[config.mk]
export PLATFORM = sky130hd
export DESIGN_NAME = mac_sched
export DESIGN_NICKNAME = d
export VERILOG_FILES = /design/src/rtl/mac_sched.sv
export SDC_FILE = /design/constraint.sdc
export NUM_CORES = 1
export LEC_CHECK = 0
export ABC_AREA = 1
export ABC_CLOCK_PERIOD_IN_PS = 2800
export BUFFER_PORTS_ARGS = -buffer_cell sky130_fd_sc_hd__buf_2
export CAP_MARGIN = 10
export CORE_UTILIZATION = 36
export CTS_CLUSTER_SIZE = 8
export DETAILED_ROUTE_END_ITERATION = 16
export PLACE_DENSITY = 0.68
export SLEW_MARGIN = 20
export SYNTH_ARGS = -nofsm -noshare
export SYNTH_HDL_FRONTEND = slang
export SYNTH_SLANG_ARGS = --single-unit
[constraint.sdc]
create_clock -name clk -period 2.8 [get_ports clk]
set_input_delay 0.56 -clock clk [delete_from_list [all_inputs] [get_ports clk]]
set_output_delay 0.56 -clock clk [all_outputs]
set_load 0.01 [all_outputs]
[src/rtl/mac_sched.sv]
// mac_sched: round-robin scheduler sharing one 2-stage MAC between two dot-product requesters.
// Optional stall watchdog is compiled in when MAC_SCHED_TIMEOUT_EN is defined.
`timescale 1ns/1ps
module mac_sched #(
  parameter int LEN_W     = 8,
  parameter int DRAIN_CYC = 2,
  parameter int TO_CYC    = 16
) (
  input  logic             clk,
  input  logic             rst,
  input  logic [1:0]       req,
  input  logic [LEN_W-1:0] len0,
  input  logic [LEN_W-1:0] len1,
  input  logic [7:0]       a0,
  input  logic [7:0]       b0,
  input  logic [7:0]       a1,
  input  logic [7:0]       b1,
  input  logic [1:0]       vld,
  output logic [1:0]       rdy,
  output logic [1:0]       gnt,
  output logic             busy,
  output logic             mac_en,
  output logic             mac_clr,
  output logic [7:0]       mac_A,
  output logic [7:0]       mac_B,
  input  logic [63:0]      mac_accum,
  output logic [63:0]      result,
  output logic [1:0]       done
`ifdef MAC_SCHED_TIMEOUT_EN
  ,
  output logic             timeout
`endif
);

  if (DRAIN_CYC < 2 || TO_CYC < 2) begin : g_bad_param
    $error("mac_sched: DRAIN_CYC and TO_CYC must be >= 2");
  end

  typedef enum logic [2:0] {IDLE, CLR, RUN, DRAIN, DONE} state_t;

  localparam int            DW    = $clog2(DRAIN_CYC);
  localparam logic [DW-1:0] DLAST = DW'(DRAIN_CYC - 1);

  state_t           state, nxt;
  logic             sel, last, pick, hs, stall_out;
  logic [LEN_W-1:0] cnt;
  logic [DW-1:0]    dcnt;

  // Ties go to the requester that was not served last.
  assign pick = (req == 2'b11) ? ~last : req[1];
  assign hs   = (state == RUN) && vld[sel];

`ifdef MAC_SCHED_TIMEOUT_EN
  localparam int            SW    = $clog2(TO_CYC);
  localparam logic [SW-1:0] SLAST = SW'(TO_CYC - 1);

  logic [SW-1:0] stall;
  logic          to_flag;

  assign stall_out = (state == RUN) && !hs && (stall == SLAST);
  assign timeout   = (state == DONE) && to_flag;

  always_ff @(posedge clk or posedge rst) begin
    if (rst) begin
      stall   <= '0;
      to_flag <= 1'b0;
    end else begin
      if (state == RUN && !hs) stall <= stall + SW'(1);
      else                     stall <= '0;
      if (stall_out)           to_flag <= 1'b1;
      else if (state == DONE)  to_flag <= 1'b0;
    end
  end
`else
  assign stall_out = 1'b0;
`endif

  always_ff @(posedge clk or posedge rst) begin
    if (rst) state <= IDLE;
    else     state <= nxt;
  end

  always_ff @(posedge clk or posedge rst) begin
    if (rst) begin
      sel    <= 1'b0;
      last   <= 1'b1;
      cnt    <= '0;
      dcnt   <= '0;
      result <= '0;
    end else begin
      case (state)
        IDLE: if (|req) begin
          sel <= pick;
          cnt <= pick ? len1 : len0;
        end
        RUN: if (hs) cnt <= cnt - LEN_W'(1);
        DRAIN: begin
          if (dcnt == DLAST) begin
            dcnt   <= '0;
            result <= mac_accum;
          end else begin
            dcnt <= dcnt + DW'(1);
          end
        end
        DONE: last <= sel;
        default: ;
      endcase
    end
  end

  always_comb begin
    nxt = state;
    case (state)
      IDLE:  if (|req) nxt = CLR;
      CLR:   nxt = (cnt != '0) ? RUN : DRAIN;
      RUN:   if ((hs && cnt == LEN_W'(1)) || stall_out) nxt = DRAIN;
      DRAIN: if (dcnt == DLAST) nxt = DONE;
      DONE:  nxt = IDLE;
      default: nxt = IDLE;
    endcase
  end

  always_comb begin
    rdy     = '0;
    mac_en  = 1'b0;
    mac_clr = 1'b0;
    mac_A   = '0;
    mac_B   = '0;
    done    = '0;
    busy    = (state != IDLE);
    gnt     = busy ? (sel ? 2'b10 : 2'b01) : 2'b00;
    case (state)
      CLR: mac_clr = 1'b1;
      RUN: begin
        rdy[sel] = 1'b1;
        if (vld[sel]) begin
          mac_en = 1'b1;
          mac_A  = sel ? a1 : a0;
          mac_B  = sel ? b1 : b0;
        end
      end
      DONE: done[sel] = 1'b1;
      default: ;
    endcase
  end

endmodule
==> results.yml <==
timing:
  max_freq_mhz: 387.2
  tightest_slew_ps: 642.3
  hold_violations: 0
  hold_ws_ps: 99.00
  fin_ws_ps: 217.6
  rsz0062_at_grt: "false"
  slew_viol_final: 0
  period_share_pct: 92.23
  tns_ps: 0
  fin_skew_ps: 6.658
  slew_headroom_pct: 57.18
  fin_crit_ps: 2582
  finalSetupViolCount: 0
grt:
  grt_pass1_wl_mm: 16.95
  antenna_found_initial: 0
  grt_max_degree: 65
  first_global_vias: 3754
  overflow: 0
  track_usage_pct: 19.47
die:
  die_h_um: 104.3
  start_util_pct: 37.86
  core_area_um2: 9955
  io_pins: 207
  die_area_um2: 10880
  num_rows: 36
  dieWidth_um: 104.3
power:
  p_int_mw: 3.210
  power_frac_comb_pct: 47.0
  p_total_mw: 5.602
  seq_power_share_pct: 36.7
  p_sw_share_pct: 42.71
  clkPwrFrac_pct: 16.3
  power_density_nw_per_um2: 1110
  peakVddDrop_mv: 0.4944
  leakage_nw: 3.009
  p_switching_mw: 2.393
worst_setup_path:
  worstReg2RegEnd: "cnt[1]"
  r2r-start: "state[0]"
  crit_top_cell: "inv_1"
  cp_slowest_cell: "dfrtp_1"
  path_class: "reg2out"
  crit_path_cell_trace: "inv_1 > nand3_2 > nor2_4 > inv_1 > a21oi_1 > buf_2"
  slowest_delay_ps: 410
  critPathRequiredTime_ps: 2240
  rrSetupSlack_ps: 1080
  ff2ff_path_depth: 8
  worstPathArrival_ps: 2020
  worstPathMaxFanout: 16
  cp-end-kind: "output pin"
  worstSetupStartpointType: "register"
placement:
  dp_hpwl_mm: 7.727
  port_buffers: 206
  place_ws_ps: 602.7
  finalWeightedCongestion: 0.8032
clock_tree:
  insertion_delay_ps: 350
  ctsRootBufferMaster: "clkbuf_8"
  tritoncts_num_sinks: 78
  post_cts_buffers: 0
  tritoncts: "done"
  htree_levels: 3
  cts_buffers: 9
  cts.path.max_buffers: 2
  cts.clk_slew.worst_paths_ps: 80
  postCtsHoldBufs: 0
  cts_resized: 0
drt:
  drc_errors: 0
  dr.pass1.iters: 4
  wl_per_cell_um: 12.42
  drt_iter0_drc: 165
  viasPerCell: 4.549
  ant_nets: 0
  drt-total-wl_mm: 10.37
  vias: 3798
yosys:
  syn_nets: 617
  seq_area_frac_synth_pct: 51.83
  ys_seq_elements: 78
  synth_warnings: 0
  synth_cells: 496
  synth_cell_types: 23
  avgSynthCellArea_um2: 7.598
  synthesis.area_um2: 3769
final_layout:
  final_layout_size_suffix_gt1_share_pct: 34.76
  final_nets: 818
  fin_util_pct: 50.68
  fillerInstances: 1005
  register_area_um2: 1953
  multi_input_area_um2: 1521
  antenna_cells: 0
  area_delta_synth_final_pct: 33.86
outcome:
  run_status: "finished, final reports clean"
job:
  cap_violations: 0
hold_path:
  hold_class: "in2async"
[cell families after synthesis]
| group | Yosys count | share of synthesized area (%) |
|---|---|---|
| flip-flops | 78 | 51.83 |
| XOR/XNOR | 2 | 0.4649 |
| AO/OA/AOI/OAI | 32 | 4.416 |
| adder cells (fa/ha/maj) | 3 | 0.9961 |
| buffers and inverters | 51 | 7.868 |
| AND/OR/NAND/NOR | 330 | 34.43 |
[sequential cells by signal, indices dropped and copies added, names as in the netlist]
name	cells
dcnt	1
last	1
result	64
sel	1
state	3
cnt	8
[final cells by class]
| cell class | instances | area share (%) |
|---|---|---|
| timing repair buffer | 213 | 21.48 |
| clock buffer | 10 | 2.530 |
| sequential | 78 | 38.72 |
| clock inverter | 6 | 1.711 |
| inverter | 28 | 2.108 |
| tap | 133 | 3.299 |
| multi-input combinational | 367 | 30.16 |
[layout by cell type (no fill, tap or decap), types with 2 or more instances in the layout]
cell type and instances:
nor2_4 2, inv_1 21, ha_1 3, buf_2 206, nand4_1 2, clkbuf_8 9, nand2_1 290, clkinv_2 3
o211ai_1 2, bufinv_16 2, inv_2 6, nor2_1 20, buf_4 7, dfrtp_1 77, a21oi_1 17, nand3_1 10
nand2_2 3, o21ai_0 12
[power by group through the flow]
stage,Sequential (mW),Combinational [mW],Clock (mW)
after global placement,2.05,2.59,0
final,2.06,2.63,0.912
after floorplan,2.26,1.55,0
after CTS,2.06,2.67,0.943
after detailed placement,2.06,2.67,0
after global routing,2.13,2.99,0.987
[worst max-delay path: cells and delay by family (launching register included)]
kind	cells	cell delay, ps
buffers and inverters	3	530
and+or+nand+nor	2	520
DFF	1	410
AOI/OAI and AO/OA	1	220
[through the flow]
stage | area, um^2 | instances
finish | 5045 | 835
global route | 5045 | 835
CTS | 5045 | 835
detailed placement | 4831 | 819
global placement | 4831 | 819
floorplan | 3769 | 496
[cell usage after synthesis]
master | instances | share of area [%]
nand2_1 | 291 | 29
dfrtp_1 | 77 | 51
inv_1 | 22 | 2.2
nor2_1 | 20 | 2.0
a21oi_1 | 17 | 2.3
buf_6 | 13 | 3.9
o21ai_0 | 12 | 1.6
nand3_1 | 10 | 1.3
buf_2 | 6 | 0.80
inv_2 | 6 | 0.60
clkbuf_1 | 4 | 0.40
ha_1 | 3 | 1.0
nand2_2 | 2 | 0.33
nand4_1 | 2 | 0.33
nor2_4 | 2 | 0.60
o211ai_1 | 2 | 0.40
dfstp_2 | 1 | 0.70
nand3_2 | 1 | 0.27
nor2_2 | 1 | 0.17
nor3_4 | 1 | 0.43
o22ai_1 | 1 | 0.17
xnor2_1 | 1 | 0.23
xor2_1 | 1 | 0.23
[layer usage]
layer	GRT usage, %	part of all wire (%)	wire (um)
met5	0	0	0
met4	7.245	1.3	136
met3	5.764	8.4	867
met2	35.90	50	5149
met1	20.74	41	4218
[worst max path at each step]
stage	start	to	slack [ps]	cells past startpoint
after CTS	state[0]	mac_B[5]	220	6
final	state[0]	mac_B[5]	220	6
after floorplan	rst	cnt[0]	250	1
after global placement	vld[1]	mac_B[7]	730	8
after detailed placement	state[0]	mac_B[5]	600	6
after global routing	state[0]	mac_B[7]	50	6
No activity file was read; power rests on OpenSTA's default activity.
